**config.mk**
```make
export PLATFORM = sky130hd
export DESIGN_NAME = imem_loader
export DESIGN_NICKNAME = d
export VERILOG_FILES = /design/src/rtl/imem_loader.sv
export SDC_FILE = /design/constraint.sdc
export NUM_CORES = 1
export LEC_CHECK = 0
export CAP_MARGIN = 10
export CORE_ASPECT_RATIO = 1.75
export CORE_MARGIN = 2
export CORE_UTILIZATION = 55
export DETAILED_ROUTE_END_ITERATION = 8
export GPL_ROUTABILITY_DRIVEN = 0
export HOLD_SLACK_MARGIN = 0.15
export PLACE_DENSITY = 0.88
export SYNTH_ARGS = -nofsm -noshare
export SYNTH_HDL_FRONTEND = slang
export SYNTH_SLANG_ARGS = --single-unit
```
**constraint.sdc**
```tcl
create_clock -name clk -period 4.35 [get_ports clk]
set_clock_uncertainty 0.15 [all_clocks]
set_input_delay 0.435 -clock clk [delete_from_list [all_inputs] [get_ports clk]]
set_output_delay 0.435 -clock clk [all_outputs]
set_load 0.01 [all_outputs]
```
**src/rtl/imem_loader.sv**
```systemverilog
// imem_loader: assembles a little-endian byte stream into 32-bit words and
// writes them sequentially from word 0 into the instruction memory, holding
// the CPU off for the duration of the load.
module imem_loader #(
  parameter int DEPTH  = 64,
  parameter int ADDR_W = 6
) (
  input  logic              clk,
  input  logic              rst,
  input  logic              start,
  input  logic [ADDR_W:0]   num_words,
  input  logic              abort,
  input  logic              byte_valid,
  input  logic [7:0]        byte_data,
  output logic              byte_ready,
  output logic              mem_we,
  output logic [ADDR_W-1:0] mem_waddr,
  output logic [31:0]       mem_wdata,
  output logic              cpu_hold,
  output logic              busy,
  output logic              done,
  output logic              error,
  output logic [ADDR_W:0]   words_written
);

  localparam logic [1:0] S_IDLE  = 2'd0;
  localparam logic [1:0] S_LOAD  = 2'd1;
  localparam logic [1:0] S_WRITE = 2'd2;
  localparam logic [1:0] S_DONE  = 2'd3;

  localparam logic [ADDR_W:0]   DEPTH_W  = (ADDR_W + 1)'(DEPTH);
  localparam logic [ADDR_W:0]   ONE_W    = (ADDR_W + 1)'(1);
  localparam logic [ADDR_W-1:0] ONE_A    = ADDR_W'(1);

  logic [1:0]        state;
  logic [1:0]        byte_idx;
  logic [ADDR_W-1:0] word_idx;
  logic [ADDR_W:0]   word_cnt;
  logic [23:0]       asm_buf;
  logic              accept;
  logic              count_ok;
  logic [ADDR_W:0]   ww_next;

  assign accept   = byte_valid && byte_ready;
  assign count_ok = (num_words != '0) && (num_words <= DEPTH_W);
  assign ww_next  = words_written + ONE_W;

  // Handshake and status outputs decode directly from the current state.
  always_comb begin
    byte_ready = (state == S_LOAD);
    mem_we     = (state == S_WRITE);
    busy       = (state == S_LOAD) || (state == S_WRITE);
    cpu_hold   = (state != S_IDLE);
    done       = (state == S_DONE);
  end

  // Load sequencer: byte assembly, write staging, word counting, error pulse.
  always_ff @(posedge clk or negedge rst) begin
    if (!rst) begin
      state         <= S_IDLE;
      byte_idx      <= '0;
      word_idx      <= '0;
      word_cnt      <= '0;
      asm_buf       <= '0;
      mem_waddr     <= '0;
      mem_wdata     <= '0;
      words_written <= '0;
      error         <= 1'b0;
    end else begin
      error <= 1'b0;
      case (state)
        S_IDLE: begin
          if (start) begin
            if (count_ok) begin
              word_cnt      <= num_words;
              word_idx      <= '0;
              words_written <= '0;
              byte_idx      <= '0;
              state         <= S_LOAD;
            end else begin
              error <= 1'b1;
            end
          end
        end
        S_LOAD: begin
          if (abort) begin
            byte_idx <= '0;
            state    <= S_IDLE;
          end else if (accept) begin
            byte_idx <= byte_idx + 2'd1;
            case (byte_idx)
              2'd0: asm_buf[7:0]   <= byte_data;
              2'd1: asm_buf[15:8]  <= byte_data;
              2'd2: asm_buf[23:16] <= byte_data;
              default: begin
                // The final byte is merged straight into the write register so
                // mem_we can fire on the very next cycle.
                mem_wdata <= {byte_data, asm_buf};
                mem_waddr <= word_idx;
                state     <= S_WRITE;
              end
            endcase
          end
        end
        S_WRITE: begin
          if (abort) begin
            state <= S_IDLE;
          end else begin
            word_idx      <= word_idx + ONE_A;
            words_written <= ww_next;
            state         <= (ww_next == word_cnt) ? S_DONE : S_LOAD;
          end
        end
        default: begin
          state <= S_IDLE;
        end
      endcase
    end
  end

endmodule

```
=== After elaboration in Yosys (flattened, before gate mapping) ===
Index checks and enable logic that the tools add are counted.

* Input bits: 20
* Flip-flop bits (word level): 87
* Output and inout bits: 51

* Order comparisons: 1
* Reduce and logical (&&, ||, !) cells: 18
* Add/sub/neg operators: 3
* Mux-type cells: 24
* Bitwise operators: 2
* Equality and inequality tests: 11

{| class="wikitable"
|+ Operator list
! kind !! number
|-
| $reduce_and 4->1 || 7
|-
| $mux 2 || 11
|-
| $mux 7 || 3
|-
| $mux 6 || 3
|-
| $pmux 7 s2 || 1
|-
| $pmux 6 s2 || 1
|-
| $add 7x1->7 const B || 1
|-
| $eq 7x7->1 || 1
|-
| $le 7x7->1 const B || 1
|-
| $reduce_bool 7->1 || 1
|-
| $add 6x1->6 const B || 1
|-
| $eq 2x2->1 const B || 3
|-
| $ne 2x2->1 const B || 3
|-
| $pmux 2 s3 || 1
|-
| $reduce_bool 2->1 || 3
|-
| $eq 2x1->1 const B || 2
|-
| $logic_not 2->1 || 2
|-
| $pmux 2 s2 || 1
|-
| $mux 1 || 3
|-
| $ne 3x2->1 const B || 1
|-
| $ne 3x3->1 const B || 1
|-
| $reduce_and 3->1 || 1
|-
| $reduce_or 3->1 || 1
|-
| $add 2x1->2 const B || 1
|-
| 3 further kinds || 5
|}

=== Depth between registers and ports, before layout ===
Gate-level depths: netlist of the first run.

* Depth in word-level cells: 6
* Depth in mapped cells: 8
* Depth with buffers taken out: 7

=== Worst setup path after synthesis of the first run ===
Ideal clock, no wire load.

* Path kind: register to register
* From: register state[1]
* To: register asm_buf[0]
* Setup slack: 2333 ps
* Clock period less this slack: 2017 ps
* Cell stages (with the launch flop): 8
* Data arrival time: 1742 ps
* Path buffers: 1
* Path through: dfrtp_1 inv_1 ha_1 nor2b_1 and2_1 clkbuf_1 nand2_2 mux2_2

* Cells in the longest elaborated chain, start to end: 3

{| class="wikitable"
|+ RTL lines
! element !! RTL line !! text
|-
| start, declared || 35 || <nowiki>logic [1:0] state;</nowiki>
|-
| start signal, assigned || 111 || <nowiki>state <= (ww_next == word_cnt) ? S_DONE : S_LOAD;</nowiki>
|-
| $eq 2x1->1 (*) || 50 || <nowiki>byte_ready = (state == S_LOAD);</nowiki>
|-
| named net byte_ready || 15 || <nowiki>output logic byte_ready,</nowiki>
|-
| $logic_and 1x1->1 || 44 || <nowiki>assign accept = byte_valid && byte_ready;</nowiki>
|-
| $reduce_and 4->1 (no line) (*) || -- ||
|-
| end signal, assigned || 92 || <nowiki>2'd0: asm_buf[7:0] <= byte_data;</nowiki>
|-
| end, declared || 39 || <nowiki>logic [23:0] asm_buf;</nowiki>
|}

Mark *: on every way through the listed nets, which the timed path passes. The rest lies on a longest branch.
A chain may end at the register's enable or synchronous reset.

=== Final worst setup path of the first run ===
* From: register state[0]
* To: output mem_we

* Cells in the longest elaborated chain, start to end: 1

{| class="wikitable"
|+ RTL lines
! element !! RTL line !! text
|-
| $eq 2x2->1 || 51 || <nowiki>mem_we = (state == S_WRITE);</nowiki>
|-
| end, declared || 16 || <nowiki>output logic mem_we,</nowiki>
|}

Every way passes these cells.

==> results of run 1 <==
-- layout make-up --
cell class	instances	area, µm²
sequential	87	2180
fill	487	1930
multi-input combinational	197	1660
timing repair buffer	71	706
clock buffer	11	253
tap	84	105
inverter	10	37.5
clock inverter	5	32.5
-- cell families after synthesis --
family | synth area share
DFF | 0.555
muxes | 0.192
and+or+nand+nor | 0.0910
AOI/OAI and AO/OA | 0.0862
buffers and inverters | 0.0214
xor gates and xnor gates | 0.0223
adders and majority gates | 0.0319
-- worst max-delay path by stage --
stage / to / slack, ns
after CTS: mem_we / 1.66
final: mem_we / 1.67
after global placement: asm_buf[2]$_DFFE_PN0P_ / 1.61
after global routing: mem_we / 1.59
after detailed placement: asm_buf[9]$_DFFE_PN0P_ / 1.57
after floorplan: asm_buf[0]$_DFFE_PN0P_ / 2.33
-- power breakdown --
group	total, W	internal (W)	switching, W	leakage, nW
registers	0.00107	0.000966	0.000104	1.17
clock network	0.000712	0.000416	0.000295	0.145
logic	0.000569	0.000297	0.000272	0.985
-- layer usage --
layer	GRT usage	vias up	share of wire
met3	0.0602	9	0.048
met5	0	-	0
li1	-	1226	-
met2	0.380	91	0.54
met1	0.274	1322	0.39
met4	0.0813	0	0.017
-- cells in the final DEF, fill, tap and decap left out, types with 2 or more instances in the layout --
| cell type | synthesis | layout |
|---|---|---|
| dfrtp_1 | 87 | 87 |
| clkdlybuf4s50_1 | 0 | 69 |
| mux2_2 | 65 | 65 |
| nand2_1 | 23 | 23 |
| o21ai_0 | 15 | 15 |
| inv_1 | 10 | 10 |
| ha_1 | 10 | 10 |
| a22o_1 | 9 | 9 |
| clkbuf_16 | 0 | 9 |
| nor2_1 | 8 | 8 |
| xnor2_1 | 7 | 7 |
| o31ai_1 | 6 | 6 |
| nand4_1 | 5 | 5 |
| and3_1 | 4 | 4 |
| nand3_1 | 4 | 3 |
| xor2_1 | 3 | 3 |
| nand2_2 | 3 | 3 |
| nor3_1 | 3 | 3 |
| clkinv_2 | 0 | 3 |
| mux2i_1 | 2 | 2 |
| nand3b_1 | 2 | 2 |
| a21oi_1 | 2 | 2 |
| nand2b_1 | 2 | 2 |
| o21ba_2 | 2 | 2 |
| clkinv_4 | 0 | 2 |
| clkbuf_8 | 0 | 2 |
| buf_4 | 0 | 2 |
-- per-stage QoR --
stage / area [µm²] / worst slack (ns) / total power (W)
after floorplan: 3920 / 2.33 / 0.00143
after global placement: 4690 / 1.61 / 0.00162
after detailed placement: 4690 / 1.57 / 0.00165
final: 4970 / 1.67 / 0.00235
after CTS: 4970 / 1.66 / 0.00238
after global routing: 4970 / 1.59 / 0.00249
-- registers in the layout, summed over array words and instances (netlist names) --
name and flops:
mem_wdata 32, asm_buf 24, word_cnt 7, words_written 7, mem_waddr 6, word_idx 6
byte_idx 2, state 2, error 1
-- worst max-delay path, cell delays in order (launching register included) --
cell	delay (ns)
dfrtp_1	0.41
inv_1	0.10
ha_1	0.58
clkdlybuf4s50_1	0.66
==> flow_summary_export.csv, run 1 <==
group,metric,value,unit
run_status,status,"completed",
synthesis,synth_edf_count,0,
sta,timing.fmax,373,MHz
synthesis,synth_most_common_cell,"dfrtp_1",
worst_setup_path,endpoint_kind,"output port",
synthesis,synth_top_area_share,0.555,
synthesis,ys_ff_latch,87,
drt,viasPerCell,5.69,
synthesis,ys.warnings.count,0,
clock_tree,cts_resized,0,
clock_tree,cts_setup_buffers,0,
layout,final_util,0.720,
floorplan,io_pins,71,
power,peakVddDrop,0.332,mV
synthesis,synth_top_cell_by_area,"dfrtp_1",
worst_setup_path,start_kind,"register",
flow_run,cap_viol_max_count,0,
grt,antenna_found_initial,0,
worst_setup_path,crit_arrival,2.09,ns
synthesis,synth.cells.most_frequent,"87 x dfrtp_1, 65 x mux2_2, 23 x nand2_1, 15 x o21ai_0",
sta,fin_crit_sh,0.616,
worst_setup_path,rrSetupSlack,2.02,ns
clock_tree,clockRootBuffer,"clkbuf_16",
power,p_per_area,472,nW/µm²
synthesis,synthCells,303,
floorplan,rows,40,
placed_design,port_buffers,70,
sta,final_max_slew_viol_count,0,
layout,nets,406,
hold_path,hp-class,"input pin to async pin",
floorplan,coreArea,6910,µm²
drt,postRouteAntennaNets,0,
placed_design,dpl.hpwl,5380,µm
placed_design,dp.cells,449,
sta,hold_ws,0.135,ns
floorplan,dieHeight,116,µm
drt,wl_per_cell,16.9,µm
sta,slew_headroom,0.285,
synthesis,seq_area_frac_synth,0.555,
power,p_leak,2.30,nW
sta,hold_violations,0,
worst_setup_path,cp.required,3.76,ns
drt,routed_wl,7880,µm
clock_tree,cts_buffers,9,
drt,vias,2648,
sta,worst_pin_slew,1.07,ns
drt,drt_iter0_markers,143,
grt,grt_first_pass_wirelength,13100,µm
synthesis,yosys_most_used_dff,"dfrtp_1",
layout,diodes,0,
worst_setup_path,crit_type,"register to output port",
sta,layout_min_cycle_time,2.68,ns
floorplan,die_w,67.8,µm
synthesis,synth-async-reset-ratio,1.00,
grt,track_usage,0.225,
clock_tree,clkTransAtPathRegs,0.06,ns
sta,totalNegativeSetupSlack,0,ns
worst_setup_path,startpoint,"state[0]$_DFFE_PN0P_",
drt,first_pass_iters,4,
synthesis,syn_nets,333,
worst_setup_path,path_max_fanout,15,
clock_tree,cts.path.max_buffers,2,
synthesis,ys_types,46,
layout,final_cells,465,
grt,grt_max_degree,88,
layout,area_growth,26.9,%
clock_tree,postCtsHoldBufs,0,
sta,rsz0062_at_grt,"false",
clock_tree,numClockSinks,87,
sta,setup_viol,0,
clock_tree,clk_latency,0.33,ns
grt,grt_pass1_vias,2692,
synthesis,syn_area,3920,µm²
worst_setup_path,r2r_start,"state[0]$_DFFE_PN0P_",
clock_tree,htree_levels,3,
worst_setup_path,worstRegToRegCells,7,
layout,drive_gt1_frac,0.257,
floorplan,start_util,0.568,
grt,gr-total-overflow,0,
floorplan,dieArea,7850,µm²
drt,drc,0,
synthesis,synth_area_leaders,"dfrtp_1 56%, mux2_2 19%, ha_1 3.2%",
clock_tree,cts_tree,"done",
synthesis,syn_avg_cell_area,12.9,µm²
worst_setup_path,regToRegEndpoint,"word_idx[4]$_DFFE_PN0P_",
Power figures use the tool's default switching activity.
==> run 2, diff against run 1 <==
--- a/config.mk
+++ b/config.mk
@@ -8,11 +8,11 @@
 export CAP_MARGIN = 10
 export CORE_ASPECT_RATIO = 1.75
 export CORE_MARGIN = 2
-export CORE_UTILIZATION = 55
+export CORE_UTILIZATION = 47
 export DETAILED_ROUTE_END_ITERATION = 8
 export GPL_ROUTABILITY_DRIVEN = 0
 export HOLD_SLACK_MARGIN = 0.15
-export PLACE_DENSITY = 0.88
+export PLACE_DENSITY = 0.81
 export SYNTH_ARGS = -nofsm -noshare
 export SYNTH_HDL_FRONTEND = slang
 export SYNTH_SLANG_ARGS = --single-unit
==> constraint.sdc (replaced) <==
create_clock -name clk -period 2.18 [get_ports clk]
set_clock_uncertainty 0.15 [all_clocks]
set_input_delay 0.218 -clock clk [delete_from_list [all_inputs] [get_ports clk]]
set_output_delay 0.218 -clock clk [all_outputs]
set_load 0.01 [all_outputs]
==> flow_summary_export.csv, run 2 (synthesized netlist as in run 1, its figures left out) <==
group,metric,value,unit
layout,final_cell_area,5200,µm²
layout,reg.largest.list,"mem_wdata: 32 flops, asm_buf: 24 flops",
floorplan,dieHeight,125,µm
drt,wl_per_cell,16.6,µm
sta,fin_crit_sh,0.960,
sta,layout_min_cycle_time,2.09,ns
grt,grt_max_degree,40,
clock_tree,clockRootBuffer,"clkbuf_16",
layout,area_growth,32.7,%
clock_tree,htree_levels,3,
placed_design,port_buffers,70,
clock_tree,numClockSinks,87,
drt,routed_wl,8180,µm
worst_setup_path,crit_type,"register to output port",
drt,postRouteAntennaNets,0,
layout,drive_gt1_frac,0.293,
power,peakVddDrop,0.539,mV
drt,vias,2703,
worst_setup_path,start_kind,"register",
layout,multi_input_area,1680,µm²
worst_setup_path,cp_cell_sequence,"inv_1 > ha_2 > clkdlybuf4s50_1",
clock_tree,cts_tree,"done",
placed_design,place_ws,-0.0735,ns
grt,track_usage,0.194,
floorplan,dieArea,9120,µm²
worst_setup_path,worstRegToRegCells,9,
sta,worst_pin_slew,0.428,ns
layout,final_common_cell,"dfrtp_1",
drt,drt_iter0_markers,182,
power,power.total,0.00492,W
layout,regMostFlops,"mem_wdata",
run_status,status,"completed",
grt,grt_pass1_vias,2781,
power,p_leak,2.41,nW
layout,layout_common_cells,"87 x dfrtp_1, 68 x clkdlybuf4s50_1, 65 x mux2_2",
floorplan,io_pins,71,
worst_setup_path,rrSetupSlack,0.13,ns
power,p_per_area,946,nW/µm²
worst_setup_path,regToRegEndpoint,"word_idx[2]$_DFFE_PN0P_",
worst_setup_path,path_max_fanout,10,
layout,largest_reg_flops,32,
floorplan,coreArea,8200,µm²
layout,nets,425,
clock_tree,clkTransAtPathRegs,0.06,ns
layout,register_area,2180,µm²
flow_run,cap_viol_max_count,0,
floorplan,start_util,0.478,
sta,final_max_slew_viol_count,0,
layout,diodes,0,
layout,n_fill_cell,643,
sta,hold_violations,0,
clock_tree,cts_buffers,9,
floorplan,die_w,73.0,µm
drt,drc,0,
worst_setup_path,r2r_start,"state[1]$_DFFE_PN0P_",
grt,grt_first_pass_wirelength,13600,µm
sta,fin_ws,0.0874,ns
worst_setup_path,cp.required,1.81,ns
worst_setup_path,slowest_stage,"clkdlybuf4s50_1",
placed_design,dpl.hpwl,5790,µm
drt,viasPerCell,5.49,
sta,setup_viol,0,
worst_setup_path,slowest_delay,0.59,ns
worst_setup_path,crit_arrival,1.72,ns
drt,first_pass_iters,5,
grt,gr-total-overflow,0,
floorplan,rows,44,
placed_design,place_area,4860,µm²
worst_setup_path,endpoint_kind,"output port",
worst_setup_path,cp_top_family,"buffers and inverters",
hold_path,hp-class,"input pin to async pin",
grt,antenna_found_initial,0,
clock_tree,clk_latency,0.34,ns
sta,timing.fmax,478,MHz
clock_tree,cts.path.max_buffers,2,
sta,slew_headroom,0.712,
sta,totalNegativeSetupSlack,0,ns
sta,rsz0062_at_grt,"false",
worst_setup_path,crit_buf_inv,2,
## run 2: cell count changes in the layout (fill, tap and decap cells not counted), moves of 2 or more
cell        delta
buf_4         +15
buf_12         +3
clkinvlp_4     +3
clkinv_2       -2
clkinv_4       -2
## run 2: worst max-delay path by stage
stage / cells past startpoint / start / endpoint / slack (ns)
2_1_floorplan: 7 / state[1]$_DFFE_PN0P_ / asm_buf[0]$_DFFE_PN0P_ / 0.16
6_report: 3 / state[0]$_DFFE_PN0P_ / mem_we / 0.09
3_5_place_dp: 7 / num_words[1] / word_idx[4]$_DFFE_PN0P_ / -0.07
4_1_cts: 9 / state[1]$_DFFE_PN0P_ / word_idx[4]$_DFFE_PN0P_ / 0.02
5_1_grt: 7 / num_words[1] / words_written[4]$_DFFE_PN0P_ / 0.0008
3_3_place_gp: 7 / num_words[1] / word_idx[3]$_DFFE_PN0P_ / -0.04
## run 2: stage by stage
step,std cells,util,hold slack [ns]
after floorplan,303,-,-0.228
after global placement,474,0.593,0.0313
after detailed placement,474,0.593,0.0332
after CTS,491,0.631,0.221
after global routing,492,0.634,0.271
final,492,0.634,0.214
## run 2: timing repair
item                                    4_1_cts  5_1_grt
hold endpoints to repair                     87        0
resized for setup                             2        3
setup buffers                                 0        1
hold buffers                                  1        0
pin swaps                                     0        0
endpoints found under the setup margin        2        4
## run 2: cell type report
cell class	instances	share of cell area
Clock buffer	11	0.0467
Clock inverter	5	0.0111
Inverter	10	0.00722
Multi-Input combinational cell	197	0.324
Sequential cell	87	0.419
Tap cell	92	0.0221
Timing Repair Buffer	90	0.171
## run 2: metal layers
layer  vias to the layer above  global-route usage  part of all wire
li1                       1269                   -                 -
met1                      1351               0.225              0.40
met2                        69               0.334              0.54
met3                        14              0.0340             0.031
met4                         0              0.0915             0.027
met5                         -                   0                 0
## run 2: report_power, final
group | total (W) | internal, W | switching [W]
combinational | 0.00128 | 0.000694 | 0.000582
sequential | 0.00211 | 0.00193 | 0.000188
clock | 0.00153 | 0.000916 | 0.000611
total | 0.00492 | 0.00354 | 0.00138
==> run 3, diff against run 2 <==
--- a/config.mk
+++ b/config.mk
@@ -8,11 +8,12 @@
 export CAP_MARGIN = 10
 export CORE_ASPECT_RATIO = 1.75
 export CORE_MARGIN = 2
-export CORE_UTILIZATION = 47
+export CORE_UTILIZATION = 49
+export CTS_BUF_LIST = sky130_fd_sc_hd__clkbuf_8
 export DETAILED_ROUTE_END_ITERATION = 8
 export GPL_ROUTABILITY_DRIVEN = 0
 export HOLD_SLACK_MARGIN = 0.15
-export PLACE_DENSITY = 0.81
+export PLACE_DENSITY = 0.83
 export SYNTH_ARGS = -nofsm -noshare
 export SYNTH_HDL_FRONTEND = slang
 export SYNTH_SLANG_ARGS = --single-unit
==> flow_summary_export.csv, run 3 (synthesized netlist as in run 1, its figures left out) <==
group,metric,value,unit
sta,layout_min_cycle_time,2.09,ns
clock_tree,cts_buffers,9,
floorplan,io_pins,71,
placed_design,place_area,4860,µm²
layout,layout_common_cells,"87 x dfrtp_1, 68 x clkdlybuf4s50_1, 65 x mux2_2",
layout,reg.largest.list,"mem_wdata: 32 flops, asm_buf: 24 flops",
sta,rsz0062_at_grt,"false",
layout,final_util,0.646,
layout,final_cell_area,5070,µm²
drt,vias,2717,
layout,area_growth,29.4,%
layout,drive_gt1_frac,0.286,
layout,nets,424,
worst_setup_path,endpoint_kind,"output port",
drt,postRouteAntennaNets,0,
placed_design,dpl.hpwl,5860,µm
drt,wl_per_cell,16.2,µm
worst_setup_path,start_kind,"register",
sta,slew_headroom,0.650,
sta,setup_viol,0,
run_status,status,"completed",
worst_setup_path,cp.required,1.81,ns
layout,multi_input_area,1680,µm²
worst_setup_path,crit_type,"register to output port",
worst_setup_path,rrSetupSlack,0.12,ns
worst_setup_path,regToRegEndpoint,"word_idx[4]$_DFFE_PN0P_",
drt,viasPerCell,5.57,
grt,antenna_found_initial,0,
clock_tree,numClockSinks,87,
clock_tree,clockRootBuffer,"clkbuf_8",
floorplan,dieHeight,122,µm
sta,timing.fmax,479,MHz
grt,grt_pass1_vias,2730,
drt,drc,0,
layout,final_cells,488,
layout,register_area,2180,µm²
worst_setup_path,worstRegToRegCells,9,
layout,n_fill_cell,599,
sta,final_max_slew_viol_count,0,
placed_design,dp.cells,472,
power,p_leak,2.36,nW
grt,track_usage,0.193,
floorplan,rows,43,
clock_tree,clkTransAtPathRegs,0.08,ns
power,power.total,0.00446,W
floorplan,dieArea,8760,µm²
clock_tree,cts.path.max_buffers,2,
power,peakVddDrop,0.491,mV
grt,grt_first_pass_wirelength,13000,µm
flow_run,cap_viol_max_count,0,
worst_setup_path,crit_arrival,1.72,ns
sta,fin_crit_sh,0.957,
grt,grt_max_degree,41,
placed_design,port_buffers,70,
layout,largest_reg_flops,32,
layout,regMostFlops,"mem_wdata",
clock_tree,clk_latency,0.35,ns
sta,hold_violations,0,
grt,gr-total-overflow,0,
layout,diodes,0,
sta,totalNegativeSetupSlack,0,ns
sta,worst_pin_slew,0.526,ns
layout,final_common_cell,"dfrtp_1",
worst_setup_path,path_max_fanout,8,
floorplan,coreArea,7860,µm²
floorplan,start_util,0.499,
clock_tree,cts_tree,"done",
drt,routed_wl,7890,µm
drt,drt_iter0_markers,229,
clock_tree,htree_levels,3,
hold_path,hp-class,"input pin to async pin",
power,p_per_area,879,nW/µm²
drt,first_pass_iters,4,
worst_setup_path,r2r_start,"state[1]$_DFFE_PN0P_",
floorplan,die_w,71.6,µm
[run 3: cell types whose count changed in the layout (fill, tap and decap cells not counted), sizes merged]
| cell | change |
|---|---|
| buf | -1 |
| clkinvlp | -1 |
| inv | +2 |
| clkbuf | -2 |
[run 3: per-stage QoR]
| stage | setup WS, ns | hold slack (ns) |
|---|---|---|
| after floorplan | 0.163 | -0.228 |
| after global placement | -0.0457 | 0.0758 |
| after detailed placement | -0.105 | 0.0877 |
| after CTS | 0.00581 | 0.239 |
| after global routing | 0.000987 | 0.269 |
| final | 0.0927 | 0.225 |
[run 3: worst max path at each step]
stage	depth (start not counted)	startpoint	to	slack (ns)
after floorplan	7	state[1]$_DFFE_PN0P_	asm_buf[0]$_DFFE_PN0P_	0.16
after global placement	7	num_words[1]	word_idx[3]$_DFFE_PN0P_	-0.05
after detailed placement	7	num_words[1]	word_idx[4]$_DFFE_PN0P_	-0.11
after CTS	9	state[1]$_DFFE_PN0P_	word_idx[4]$_DFFE_PN0P_	0.006
after global routing	3	state[0]$_DFFE_PN0P_	mem_we	0.001
final	3	state[0]$_DFFE_PN0P_	mem_we	0.09
[run 3: cell type report]
class	count	share of cell area
Clock buffer	9	0.0244
Clock inverter	6	0.0123
Inverter	10	0.00740
Multi-Input combinational cell	197	0.331
Sequential cell	87	0.429
Tap cell	90	0.0222
Timing Repair Buffer	89	0.173
[run 3: metal layers]
metal,vias up,track usage,wire [µm]
met2,92,0.336,4290
met5,-,0,0
met4,0,0.0991,227
met3,21,0.0328,351
met1,1347,0.226,3030
li1,1257,-,-
[run 3: critical path, stage by stage (launching register included)]
cell and delay [ns]:
dfrtp_1 0.38, inv_1 0.08, ha_2 0.32, clkdlybuf4s50_1 0.58
[run 3: where the power goes]
part	total (W)	switching [W]	internal, W	leakage [nW]
sequential	0.00211	0.000187	0.00192	1.17
clock	0.00108	0.000563	0.000521	0.0929
combinational	0.00126	0.000570	0.000694	1.09
[run 3: repair_timing]
action | 4_1_cts | 5_1_grt
endpoints found under the hold margin | 70 | 0
endpoints found under the setup margin | 2 | 3
hold buffers | 1 | 0
buffers inserted | 0 | 0
gates resized for setup | 2 | 2
